<file path="src/rtl/axil_cfg_master_if.sv">
// AXI4-Lite bus bundle between axil_cfg_master and a slave.
// Signals:
//   AW channel: M_AXI_AWADDR, M_AXI_AWPROT, M_AXI_AWVALID (master -> slave);
//               M_AXI_AWREADY (slave -> master).
//   W channel:  M_AXI_WDATA, M_AXI_WSTRB, M_AXI_WVALID (master -> slave);
//               M_AXI_WREADY (slave -> master).
//   B channel:  M_AXI_BRESP, M_AXI_BVALID (slave -> master); M_AXI_BREADY (master -> slave).
//   AR channel: M_AXI_ARADDR, M_AXI_ARPROT, M_AXI_ARVALID (master -> slave);
//               M_AXI_ARREADY (slave -> master).
//   R channel:  M_AXI_RDATA, M_AXI_RRESP, M_AXI_RVALID (slave -> master);
//               M_AXI_RREADY (master -> slave).
// Modports: master (the config master), slave (a bus target or a bench model).
interface axil_cfg_master_if #(
  parameter int unsigned C_M_AXI_ADDR_WIDTH = 5,
  parameter int unsigned C_M_AXI_DATA_WIDTH = 32
);
  logic [C_M_AXI_ADDR_WIDTH-1:0]   M_AXI_AWADDR;
  logic [2:0]                      M_AXI_AWPROT;
  logic                            M_AXI_AWVALID;
  logic                            M_AXI_AWREADY;
  logic [C_M_AXI_DATA_WIDTH-1:0]   M_AXI_WDATA;
  logic [C_M_AXI_DATA_WIDTH/8-1:0] M_AXI_WSTRB;
  logic                            M_AXI_WVALID;
  logic                            M_AXI_WREADY;
  logic [1:0]                      M_AXI_BRESP;
  logic                            M_AXI_BVALID;
  logic                            M_AXI_BREADY;
  logic [C_M_AXI_ADDR_WIDTH-1:0]   M_AXI_ARADDR;
  logic [2:0]                      M_AXI_ARPROT;
  logic                            M_AXI_ARVALID;
  logic                            M_AXI_ARREADY;
  logic [C_M_AXI_DATA_WIDTH-1:0]   M_AXI_RDATA;
  logic [1:0]                      M_AXI_RRESP;
  logic                            M_AXI_RVALID;
  logic                            M_AXI_RREADY;

  modport master (
    output M_AXI_AWADDR, M_AXI_AWPROT, M_AXI_AWVALID,
    input  M_AXI_AWREADY,
    output M_AXI_WDATA, M_AXI_WSTRB, M_AXI_WVALID,
    input  M_AXI_WREADY,
    input  M_AXI_BRESP, M_AXI_BVALID,
    output M_AXI_BREADY,
    output M_AXI_ARADDR, M_AXI_ARPROT, M_AXI_ARVALID,
    input  M_AXI_ARREADY,
    input  M_AXI_RDATA, M_AXI_RRESP, M_AXI_RVALID,
    output M_AXI_RREADY
  );

  modport slave (
    input  M_AXI_AWADDR, M_AXI_AWPROT, M_AXI_AWVALID,
    output M_AXI_AWREADY,
    input  M_AXI_WDATA, M_AXI_WSTRB, M_AXI_WVALID,
    output M_AXI_WREADY,
    output M_AXI_BRESP, M_AXI_BVALID,
    input  M_AXI_BREADY,
    input  M_AXI_ARADDR, M_AXI_ARPROT, M_AXI_ARVALID,
    output M_AXI_ARREADY,
    output M_AXI_RDATA, M_AXI_RRESP, M_AXI_RVALID,
    input  M_AXI_RREADY
  );
endinterface

</file>
<file path="src/rtl/axil_cfg_master.sv">
// Single-outstanding AXI4-Lite configuration master.
// A word-indexed command (cmd_*) becomes one AXI-Lite write or read; completion is reported as a
// one-cycle rsp_valid pulse with the slave's response code and (for reads) data.
// Ports:
//   M_AXI_ACLK    clock, rising edge
//   M_AXI_ARESET  synchronous active-high reset
//   cmd_valid/cmd_ready, cmd_write, cmd_addr (word index), cmd_wdata   command handshake
//   rsp_valid (pulse), rsp_rdata, rsp_resp, rsp_timeout               completion report
//   m_axi         AXI-Lite master side (axil_cfg_master_if.master)
// Optional feature: define AXIL_MASTER_TIMEOUT_EN to add a per-transaction watchdog that aborts
// after TIMEOUT_CYCLES busy cycles (rsp_timeout=1, rsp_resp=SLVERR). Without it the master waits
// indefinitely and rsp_timeout is tied low.
module axil_cfg_master #(
  parameter int unsigned C_M_AXI_ADDR_WIDTH = 5,
  parameter int unsigned C_M_AXI_DATA_WIDTH = 32,
  parameter int unsigned TIMEOUT_CYCLES     = 256
) (
  input  logic                          M_AXI_ACLK,
  input  logic                          M_AXI_ARESET,
  input  logic                          cmd_valid,
  output logic                          cmd_ready,
  input  logic                          cmd_write,
  input  logic [C_M_AXI_ADDR_WIDTH-1:0] cmd_addr,
  input  logic [C_M_AXI_DATA_WIDTH-1:0] cmd_wdata,
  output logic                          rsp_valid,
  output logic [C_M_AXI_DATA_WIDTH-1:0] rsp_rdata,
  output logic [1:0]                    rsp_resp,
  output logic                          rsp_timeout,
  axil_cfg_master_if.master             m_axi
);

  typedef enum logic [2:0] {
    StIdle,
    StWrReq,
    StWrResp,
    StRdReq,
    StRdData,
    StDone
  } state_e;

  state_e                          state_q, state_d;
  logic                            aw_done_q, aw_done_d;
  logic                            w_done_q, w_done_d;
  logic [C_M_AXI_ADDR_WIDTH-1:0]   addr_q, addr_d;
  logic [C_M_AXI_DATA_WIDTH-1:0]   wdata_q, wdata_d;
  logic [C_M_AXI_DATA_WIDTH-1:0]   rsp_rdata_q, rsp_rdata_d;
  logic [1:0]                      rsp_resp_q, rsp_resp_d;

  logic aw_hs, w_hs, b_hs, ar_hs, r_hs;

  // Every handshake output is gated by reset so a slave never sees a handshake completed during
  // the reset cycle of a transaction that is being abandoned.
  always_comb begin
    cmd_ready           = (state_q == StIdle) && !M_AXI_ARESET;
    m_axi.M_AXI_AWVALID = (state_q == StWrReq) && !aw_done_q && !M_AXI_ARESET;
    m_axi.M_AXI_WVALID  = (state_q == StWrReq) && !w_done_q && !M_AXI_ARESET;
    m_axi.M_AXI_BREADY  = (state_q == StWrResp) && !M_AXI_ARESET;
    m_axi.M_AXI_ARVALID = (state_q == StRdReq) && !M_AXI_ARESET;
    m_axi.M_AXI_RREADY  = (state_q == StRdData) && !M_AXI_ARESET;
    rsp_valid           = (state_q == StDone) && !M_AXI_ARESET;
  end

  assign m_axi.M_AXI_AWADDR = addr_q;
  assign m_axi.M_AXI_ARADDR = addr_q;
  assign m_axi.M_AXI_AWPROT = 3'b000;
  assign m_axi.M_AXI_ARPROT = 3'b000;
  assign m_axi.M_AXI_WDATA  = wdata_q;
  assign m_axi.M_AXI_WSTRB  = '1;

  assign aw_hs = m_axi.M_AXI_AWVALID && m_axi.M_AXI_AWREADY;
  assign w_hs  = m_axi.M_AXI_WVALID && m_axi.M_AXI_WREADY;
  assign b_hs  = m_axi.M_AXI_BVALID && m_axi.M_AXI_BREADY;
  assign ar_hs = m_axi.M_AXI_ARVALID && m_axi.M_AXI_ARREADY;
  assign r_hs  = m_axi.M_AXI_RVALID && m_axi.M_AXI_RREADY;

  assign rsp_rdata = rsp_rdata_q;
  assign rsp_resp  = rsp_resp_q;

`ifdef AXIL_MASTER_TIMEOUT_EN
  localparam int unsigned CntW = $clog2(TIMEOUT_CYCLES + 1);
  localparam logic [CntW-1:0] CntLast = CntW'(TIMEOUT_CYCLES - 1);

  logic [CntW-1:0] cnt_q, cnt_d;
  logic            rsp_timeout_q, rsp_timeout_d;
  logic            busy;

  assign busy        = (state_q != StIdle) && (state_q != StDone);
  assign rsp_timeout = rsp_timeout_q;
`else
  // Watchdog limit only matters when the watchdog is built in.
  logic unused_timeout_cfg;
  assign unused_timeout_cfg = ^TIMEOUT_CYCLES;
  assign rsp_timeout        = 1'b0;
`endif

  always_comb begin
    state_d     = state_q;
    aw_done_d   = aw_done_q;
    w_done_d    = w_done_q;
    addr_d      = addr_q;
    wdata_d     = wdata_q;
    rsp_rdata_d = rsp_rdata_q;
    rsp_resp_d  = rsp_resp_q;
`ifdef AXIL_MASTER_TIMEOUT_EN
    cnt_d         = cnt_q;
    rsp_timeout_d = rsp_timeout_q;
`endif

    unique case (state_q)
      StIdle: begin
        if (cmd_valid && cmd_ready) begin
          addr_d    = cmd_addr << 2;
          wdata_d   = cmd_wdata;
          aw_done_d = 1'b0;
          w_done_d  = 1'b0;
          state_d   = cmd_write ? StWrReq : StRdReq;
        end
      end
      StWrReq: begin
        // AW and W complete independently; move on once both have.
        if (aw_hs) aw_done_d = 1'b1;
        if (w_hs)  w_done_d  = 1'b1;
        if (aw_done_d && w_done_d) state_d = StWrResp;
      end
      StWrResp: begin
        if (b_hs) begin
          rsp_resp_d  = m_axi.M_AXI_BRESP;
          rsp_rdata_d = '0;
          state_d     = StDone;
        end
      end
      StRdReq: begin
        if (ar_hs) state_d = StRdData;
      end
      StRdData: begin
        if (r_hs) begin
          rsp_resp_d  = m_axi.M_AXI_RRESP;
          rsp_rdata_d = m_axi.M_AXI_RDATA;
          state_d     = StDone;
        end
      end
      StDone: begin
        state_d = StIdle;
      end
      default: begin
        state_d = StIdle;
      end
    endcase

`ifdef AXIL_MASTER_TIMEOUT_EN
    if (state_q == StIdle && cmd_valid && cmd_ready) begin
      cnt_d = '0;
    end else if (busy) begin
      cnt_d = cnt_q + 1'b1;
    end
    if (state_q != StIdle && state_d == StDone) begin
      rsp_timeout_d = 1'b0;
    end
    // A real completion in the limit cycle wins over the watchdog.
    if (busy && cnt_q == CntLast && state_d != StDone) begin
      state_d       = StDone;
      rsp_timeout_d = 1'b1;
      rsp_resp_d    = 2'b10;
      rsp_rdata_d   = '0;
    end
`endif
  end

  always_ff @(posedge M_AXI_ACLK) begin
    if (M_AXI_ARESET) begin
      state_q     <= StIdle;
      aw_done_q   <= 1'b0;
      w_done_q    <= 1'b0;
      addr_q      <= '0;
      wdata_q     <= '0;
      rsp_rdata_q <= '0;
      rsp_resp_q  <= 2'b00;
`ifdef AXIL_MASTER_TIMEOUT_EN
      cnt_q         <= '0;
      rsp_timeout_q <= 1'b0;
`endif
    end else begin
      state_q     <= state_d;
      aw_done_q   <= aw_done_d;
      w_done_q    <= w_done_d;
      addr_q      <= addr_d;
      wdata_q     <= wdata_d;
      rsp_rdata_q <= rsp_rdata_d;
      rsp_resp_q  <= rsp_resp_d;
`ifdef AXIL_MASTER_TIMEOUT_EN
      cnt_q         <= cnt_d;
      rsp_timeout_q <= rsp_timeout_d;
`endif
    end
  end

endmodule

</file>
<file path="src/flat_wrapper.sv">
// flat-port wrapper written by rule: the top's interface ports become plain ports
module axil_cfg_master_flat 
#(
  parameter int unsigned C_M_AXI_ADDR_WIDTH = 5,
  parameter int unsigned C_M_AXI_DATA_WIDTH = 32,
  parameter int unsigned TIMEOUT_CYCLES     = 256
)
  (M_AXI_ACLK, M_AXI_ARESET, cmd_valid, cmd_ready, cmd_write, cmd_addr, cmd_wdata, rsp_valid, rsp_rdata, rsp_resp, rsp_timeout, m_axi_M_AXI_AWADDR, m_axi_M_AXI_AWPROT, m_axi_M_AXI_AWVALID, m_axi_M_AXI_AWREADY, m_axi_M_AXI_WDATA, m_axi_M_AXI_WSTRB, m_axi_M_AXI_WVALID, m_axi_M_AXI_WREADY, m_axi_M_AXI_BRESP, m_axi_M_AXI_BVALID, m_axi_M_AXI_BREADY, m_axi_M_AXI_ARADDR, m_axi_M_AXI_ARPROT, m_axi_M_AXI_ARVALID, m_axi_M_AXI_ARREADY, m_axi_M_AXI_RDATA, m_axi_M_AXI_RRESP, m_axi_M_AXI_RVALID, m_axi_M_AXI_RREADY);
  axil_cfg_master_if #(.C_M_AXI_ADDR_WIDTH(C_M_AXI_ADDR_WIDTH), .C_M_AXI_DATA_WIDTH(C_M_AXI_DATA_WIDTH)) m_axi_i ();
  input  logic M_AXI_ACLK;
  input  logic M_AXI_ARESET;
  input  logic cmd_valid;
  output logic cmd_ready;
  input  logic cmd_write;
  input  logic [C_M_AXI_ADDR_WIDTH-1:0] cmd_addr;
  input  logic [C_M_AXI_DATA_WIDTH-1:0] cmd_wdata;
  output logic rsp_valid;
  output logic [C_M_AXI_DATA_WIDTH-1:0] rsp_rdata;
  output logic [1:0] rsp_resp;
  output logic rsp_timeout;
  output wire logic [$bits(m_axi_i.M_AXI_AWADDR)-1:0] m_axi_M_AXI_AWADDR;
  output wire logic [$bits(m_axi_i.M_AXI_AWPROT)-1:0] m_axi_M_AXI_AWPROT;
  output wire logic [$bits(m_axi_i.M_AXI_AWVALID)-1:0] m_axi_M_AXI_AWVALID;
  input wire logic [$bits(m_axi_i.M_AXI_AWREADY)-1:0] m_axi_M_AXI_AWREADY;
  output wire logic [$bits(m_axi_i.M_AXI_WDATA)-1:0] m_axi_M_AXI_WDATA;
  output wire logic [$bits(m_axi_i.M_AXI_WSTRB)-1:0] m_axi_M_AXI_WSTRB;
  output wire logic [$bits(m_axi_i.M_AXI_WVALID)-1:0] m_axi_M_AXI_WVALID;
  input wire logic [$bits(m_axi_i.M_AXI_WREADY)-1:0] m_axi_M_AXI_WREADY;
  input wire logic [$bits(m_axi_i.M_AXI_BRESP)-1:0] m_axi_M_AXI_BRESP;
  input wire logic [$bits(m_axi_i.M_AXI_BVALID)-1:0] m_axi_M_AXI_BVALID;
  output wire logic [$bits(m_axi_i.M_AXI_BREADY)-1:0] m_axi_M_AXI_BREADY;
  output wire logic [$bits(m_axi_i.M_AXI_ARADDR)-1:0] m_axi_M_AXI_ARADDR;
  output wire logic [$bits(m_axi_i.M_AXI_ARPROT)-1:0] m_axi_M_AXI_ARPROT;
  output wire logic [$bits(m_axi_i.M_AXI_ARVALID)-1:0] m_axi_M_AXI_ARVALID;
  input wire logic [$bits(m_axi_i.M_AXI_ARREADY)-1:0] m_axi_M_AXI_ARREADY;
  input wire logic [$bits(m_axi_i.M_AXI_RDATA)-1:0] m_axi_M_AXI_RDATA;
  input wire logic [$bits(m_axi_i.M_AXI_RRESP)-1:0] m_axi_M_AXI_RRESP;
  input wire logic [$bits(m_axi_i.M_AXI_RVALID)-1:0] m_axi_M_AXI_RVALID;
  output wire logic [$bits(m_axi_i.M_AXI_RREADY)-1:0] m_axi_M_AXI_RREADY;
  assign m_axi_M_AXI_AWADDR = m_axi_i.M_AXI_AWADDR;
  assign m_axi_M_AXI_AWPROT = m_axi_i.M_AXI_AWPROT;
  assign m_axi_M_AXI_AWVALID = m_axi_i.M_AXI_AWVALID;
  assign m_axi_i.M_AXI_AWREADY = m_axi_M_AXI_AWREADY;
  assign m_axi_M_AXI_WDATA = m_axi_i.M_AXI_WDATA;
  assign m_axi_M_AXI_WSTRB = m_axi_i.M_AXI_WSTRB;
  assign m_axi_M_AXI_WVALID = m_axi_i.M_AXI_WVALID;
  assign m_axi_i.M_AXI_WREADY = m_axi_M_AXI_WREADY;
  assign m_axi_i.M_AXI_BRESP = m_axi_M_AXI_BRESP;
  assign m_axi_i.M_AXI_BVALID = m_axi_M_AXI_BVALID;
  assign m_axi_M_AXI_BREADY = m_axi_i.M_AXI_BREADY;
  assign m_axi_M_AXI_ARADDR = m_axi_i.M_AXI_ARADDR;
  assign m_axi_M_AXI_ARPROT = m_axi_i.M_AXI_ARPROT;
  assign m_axi_M_AXI_ARVALID = m_axi_i.M_AXI_ARVALID;
  assign m_axi_i.M_AXI_ARREADY = m_axi_M_AXI_ARREADY;
  assign m_axi_i.M_AXI_RDATA = m_axi_M_AXI_RDATA;
  assign m_axi_i.M_AXI_RRESP = m_axi_M_AXI_RRESP;
  assign m_axi_i.M_AXI_RVALID = m_axi_M_AXI_RVALID;
  assign m_axi_M_AXI_RREADY = m_axi_i.M_AXI_RREADY;
  axil_cfg_master #(.C_M_AXI_ADDR_WIDTH(C_M_AXI_ADDR_WIDTH), .C_M_AXI_DATA_WIDTH(C_M_AXI_DATA_WIDTH), .TIMEOUT_CYCLES(TIMEOUT_CYCLES)) u_core (.M_AXI_ACLK(M_AXI_ACLK), .M_AXI_ARESET(M_AXI_ARESET), .cmd_valid(cmd_valid), .cmd_ready(cmd_ready), .cmd_write(cmd_write), .cmd_addr(cmd_addr), .cmd_wdata(cmd_wdata), .rsp_valid(rsp_valid), .rsp_rdata(rsp_rdata), .rsp_resp(rsp_resp), .rsp_timeout(rsp_timeout), .m_axi(m_axi_i));
endmodule
</file>
<file path="config.mk">
export PLATFORM = sky130hd
export DESIGN_NAME = axil_cfg_master_flat
export DESIGN_NICKNAME = d
export VERILOG_FILES = /design/src/rtl/axil_cfg_master_if.sv /design/src/rtl/axil_cfg_master.sv /design/src/flat_wrapper.sv
export SDC_FILE = /design/constraint.sdc
export NUM_CORES = 1
export LEC_CHECK = 0
export BUFFER_PORTS_ARGS = -buffer_cell sky130_fd_sc_hd__buf_2
export CORE_ASPECT_RATIO = 1.1
export CORE_MARGIN = 10
export CORE_UTILIZATION = 43
export DETAILED_ROUTE_END_ITERATION = 8
export PLACE_DENSITY = 0.83
export SLEW_MARGIN = 30
export SYNTH_ARGS = -nofsm -noshare
export SYNTH_HDL_FRONTEND = slang
export SYNTH_SLANG_ARGS = --single-unit
</file>
<file path="constraint.sdc">
create_clock -name M_AXI_ACLK -period 2.2 [get_ports M_AXI_ACLK]
set_input_delay 0.11 -clock M_AXI_ACLK [delete_from_list [all_inputs] [get_ports M_AXI_ACLK]]
set_output_delay 0.11 -clock M_AXI_ACLK [all_outputs]
set_load 0.1 [all_outputs]
</file>
# [Word-level counts from Yosys, hierarchy flattened]
# Index checks and enable logic that the tools add are counted.
[word_totals] wordCells=63 ff_bits=74 in_bits=82 out_inout_bits=94
[classes] n_eq_ne=10 reduce_logical=26 muxes=20
[ops] op="32-bit two-way mux" n=2
[ops] op="32-bit one-hot mux with 2 select lines" n=1
[ops] op="1-bit logical AND" n=16
[ops] op="3-bit two-way mux" n=5
[ops] op="3-bit one-hot mux with 5 select lines" n=1
[ops] op="3-bit by 2-bit equality test with 1-bit output, second input constant" n=2
[ops] op="3-bit equality test, second input constant" n=2
[ops] op="2-bit two-way mux" n=3
[ops] op="2-bit by 1-bit inequality test with 1-bit output, second input constant" n=3
[ops] op="1-bit two-way mux" n=5
[ops] op="5-bit AND reduction" n=1
[ops] op="2-bit inequality test, second input constant" n=2
[ops] op="1-bit one-hot mux with 2 select lines" n=2
[ops] op="2-bit one-hot mux with 2 select lines" n=1
[ops] op="2-bit AND reduction" n=2
[ops] op="2-bit nonzero test" n=2
[ops] op="3-bit by 1-bit equality test with 1-bit output, second input constant" n=1
[ops] op="1-bit zero test" n=3
[ops] op="3-bit zero test" n=1
[ops] op="3-bit AND reduction" n=1

# [Depth between registers and ports, before layout]
[logic_depth] depth_word=9 ltp_mapped=7 mapped_depth_nobuf=4

# [Least setup slack after synthesis]
# Ideal clock, no wire load.
[synth_path] path_kind="register to register" startpoint="register u_core.state_q[0]" endpoint="register u_core.addr_q[2], in the netlist u_core.m_axi.M_AXI_ARADDR[2]" synth_period_minus_slack_ns=3.318 path_slack_ns=-1.118 setup_ns=0.116 arrival_time_ns=3.202 stages_incl_launch_ff=7 required_time_ns=2.084 cell_sequence="dfxtp_1 buf_2 nor4_2 nand2_1 clkbuf_1 nand3b_1 nand2_1"
[synth_via] elab_chain_len=4
[synth_rtl] element="from (decl)" line="axil_cfg_master.sv:41" text="state_e state_q, state_d;"
[synth_rtl] element="from (signal assigned)" line="axil_cfg_master.sv:171" text="state_q <= StIdle;"
[synth_rtl] element="from (signal assigned)" line="axil_cfg_master.sv:183" text="state_q <= state_d;"
[synth_rtl] element="3-bit zero test" line="axil_cfg_master.sv:54" text="cmd_ready = (state_q == StIdle) && !M_AXI_ARESET;"
[synth_rtl] element="1-bit logical AND" line="axil_cfg_master.sv:54"
[synth_rtl] element="via cmd_ready" line="flat_wrapper.sv:13" text="output logic cmd_ready;"
[synth_rtl] element="1-bit logical AND" line="axil_cfg_master.sv:111" text="if (cmd_valid && cmd_ready) begin"
[synth_rtl] element="2-bit AND reduction (no line)"
[synth_rtl] element="to (signal assigned)" line="axil_cfg_master.sv:186" text="addr_q <= addr_d;"
[synth_rtl] element="to (decl)" line="axil_cfg_master.sv:44" text="logic [C_M_AXI_ADDR_WIDTH-1:0] addr_q, addr_d;"
# The timed path passes the listed nets, and every way through them passes these cells.
# A chain may end at the register's enable or synchronous reset.

# [Worst setup path after layout]
[layout_path] startpoint="register u_core.state_q[0]" endpoint="output port m_axi_M_AXI_AWVALID"
[layout_via] elab_chain_len=3
[layout_rtl] element="3-bit by 1-bit equality test with 1-bit output" line="axil_cfg_master.sv:55" text="m_axi.M_AXI_AWVALID = (state_q == StWrReq) && !aw_done_q && !M_AXI_ARESET;"
[layout_rtl] element="1-bit logical AND (2 in a row)" line="axil_cfg_master.sv:55"
[layout_rtl] element="to (decl)" line="flat_wrapper.sv:23" text="output wire logic [$bits(m_axi_i.M_AXI_AWVALID)-1:0] m_axi_M_AXI_AWVALID;"
# No other way between the ends.

==> impl_metrics.csv <==
group,metric,value,unit
status,status,"finished, final reports clean",
synth,synth_seq_area_share,0.492,
placed_design,port_buffers,158,
power,p_per_area,1250,nW/µm²
critical_path,critPathKind,"flop to output port",
global_route,antenna_found_initial,0,
synth,synthCells,342,
routing,drt_pass1_iterations,4,
synth,ys_ff_latch,74,
routing,drt-initial-drc-count,111,
placed_design,place_inst,556,
finish,num_antenna_cells,0,
power,p_leak,2.27,nW
timing,timing.final.crit_period,2.05,ns
die,ioPinCount,176,
global_route,track_usage,0.182,
finish,final_cells,628,
routing,wl_met3,1260,µm
critical_path,cpPeakStageDelay,0.78,ns
critical_path,startpoint,"u_core.state_q[0]",
cts,numCtsBuffers,9,
routing,wl_met1,3860,µm
die,die_area,10800,µm²
critical_path,startpoint_type,"flop",
finish,fin_util,0.673,
synth,post_synth_num_cell_types,34,
finish,area_growth,49.8,%
placed_design,hpwl,6510,µm
power,power_switching,0.00293,W
die,std_cell_rows,31,
timing,skew,0.00627,ns
synth,avgSynthCellArea,8.81,µm²
placed_design,place_area,3730,µm²
die,start_util,0.449,
global_route,grt_max_degree,39,
critical_path,worstPathCellList,"nand2_1 > nor3_1 > buf_2",
critical_path,reg2reg_from,"u_core.state_q[0]",
cts,postCtsSetupBuffers,0,
power,switching_share,0.521,
hold_path,hp-start,"m_axi_M_AXI_RDATA[21]",
critical_path,critical_path_buf_inv_count,1,
routing,final_antenna_net_count,0,
critical_path,end_kind,"output port",
die,die_y,108,µm
timing,fmax,488,MHz
cts,cts_buffer_depth,2,
routing,highest_layer,"met4",
placed_design,gp_congestion,0.791,
cts,path_clk_slew,0.08,ns
timing,period_share,0.931,
power,clockPowerShare,0.203,
routing,via_count,3133,
timing,rsz0062_at_grt,"false",
power,p_comb_frac,0.486,
cts,h-tree-depth,3,
cts,clock-sinks,74,
synth,yosys_warnings,0,
power,irDropWorstVdd,0.850,mV
finish,drive_gt1_frac,0.337,
die,coreArea,6710,µm²
global_route,gr-total-overflow,0,
critical_path,critical_path.top_delay_family,"flip-flops",
power,intPower,0.00269,W
hold_path,hold_class,"primary input to flop",
synth,synth-edff-count,0,
job,cap_viol_max_count,0,
global_route,grt_pass1_vias,3241,
routing,routed_wl,10100,µm
cts,cts_tree,"done",
timing,finalHoldViolations,0,
timing,setup_violations,0,
cts,cts_resized,0,
critical_path,cp.required,2.09,ns
timing,slew_viol_final,0,
cts,ctsHoldBuffers,56,
routing,wl_per_cell,16.0,µm
cts,cts-root-buf,"clkbuf_8",
timing,worst_pin_slew,0.710,ns
synth,syn_area,3010,µm²
cts,clock_latency,0.33,ns
synth,async_reset_ff_frac,0,
critical_path,critPathMaxFanout,17,
routing,viasPerCell,4.99,
routing,drcViolationCount,0,
synth,ys.flop_type,"dfxtp_1",
routing,met2WireLength,4760,µm
power,p_total,0.00562,W
die,die_w,99.8,µm
finish,nNetsFinal,623,
power,seqPwrFrac,0.311,
timing,slew_headroom,0.526,
critical_path,cp.arrival,1.94,ns
critical_path,slowest_stage,"dfxtp_1",
finish,final_area,4510,µm²
global_route,grt_pass1_wl,16200,µm
-- kinds of logic after synthesis --
family | Yosys count | share of synthesized area
AO/OA/AOI/OAI | 47 | 0.118
other | 2 | 0.00249
AND/OR/NAND/NOR | 169 | 0.279
multiplexers | 5 | 0.0179
flip-flops | 74 | 0.492
buffers and inverters | 45 | 0.0914
-- flip-flops by register name, indices dropped and copies added, names as in the netlist --
register / count
u_core.aw_done_q: 1
u_core.rsp_resp: 2
u_core.state_q: 3
u_core.rsp_rdata: 32
u_core.w_done_q: 1
u_core.m_axi.M_AXI_ARADDR: 3
u_core.m_axi.M_AXI_WDATA: 32
-- power groups by stage --
stage	Clock, W	Combinational [W]	Sequential [W]
floorplan	0	0.00104	0.00303
global placement	0	0.00262	0.00175
detailed placement	0	0.00264	0.00177
CTS	0.00117	0.00273	0.00174
global route	0.00123	0.00284	0.00178
finish	0.00114	0.00273	0.00175
-- metrics by stage --
step | setup TNS, ns | setup slack, ns | hold slack, ns
after floorplan | -6.83 | -0.744 | 0.209
after global placement | 0 | 0.451 | 0.294
after detailed placement | 0 | 0.331 | 0.298
after CTS | 0 | 0.124 | 0.000573
after global routing | 0 | 0.0146 | 0.0226
final | 0 | 0.151 | 0.0236
-- routing by layer --
| layer | up-vias | global-route usage |
|---|---|---|
| li1 | 1518 | - |
| met1 | 1425 | 0.193 |
| met2 | 166 | 0.298 |
| met3 | 24 | 0.0893 |
| met4 | 0 | 0.0830 |
| met5 | - | 0 |
-- synth_stat cells (2+ instances only) --
cell      count  area [µm²]
buf_2        10        50.1
clkbuf_1     11        41.3
buf_4        19         143
a32oi_1       2        17.5
a21o_1        2        15.0
a22oi_1      32         240
nor2_1       39         146
o22ai_1       2        12.5
nor3_1        4        20.0
dfxtp_1      74        1480
nor2b_1       5        31.3
nand2b_1      5        31.3
mux2i_1       2        20.0
a21oi_1       2        10.0
nand3b_1     37         278
nand2_1      74         278
conb_1        2        7.51
mux2_2        2        22.5
buf_6         3        33.8
-- worst reg2reg max path: stages (launching register included) --
cell,delay [ns]
dfxtp_1,0.54
nor4_4,0.35
nand2_2,0.46
a32oi_1,0.35
nor2_1,0.06
-- layout by cell type (no fill, tap or decap), drive strengths merged --
cell         count
a2111oi          1
a211o            1
a21o             2
a21oi            2
a22oi           32
a32oi            2
and2             1
buf            163
bufinv           2
clkbuf          10
clkinv           1
clkinvlp         3
conb            15
dfxtp           74
dlygate4sd3     56
inv              1
mux2             3
mux2i            2
nand2           74
nand2b           5
nand3            1
nand3b          37
nor2            39
nor2b            5
nor3             4
nor3b            1
nor4             1
nor4b            1
o211a            1
o21ai            1
o221ai           1
o22a             1
o22ai            2
o311a            1
-- path summary, 6_finish.rpt --
check        slack (ns)                           end  cells after the start
max                0.15           m_axi_M_AXI_AWVALID                      3
max reg2reg        0.32               u_core.w_done_q                      4
min                0.02          u_core.rsp_rdata[21]                      3
min reg2reg        0.47  u_core.m_axi.M_AXI_WDATA[27]                      2
-- area by class of cell --
| cell class | count | area (µm²) |
|---|---|---|
| Fill cell | 524 | 2200 |
| Sequential cell | 74 | 1480 |
| Timing Repair Buffer | 219 | 1390 |
| Multi-Input combinational cell | 236 | 1320 |
| Clock buffer | 10 | 128 |
| Tap cell | 82 | 103 |
| Clock inverter | 6 | 91.3 |
| Inverter | 1 | 3.75 |
(Power assumes the default switching activity.)
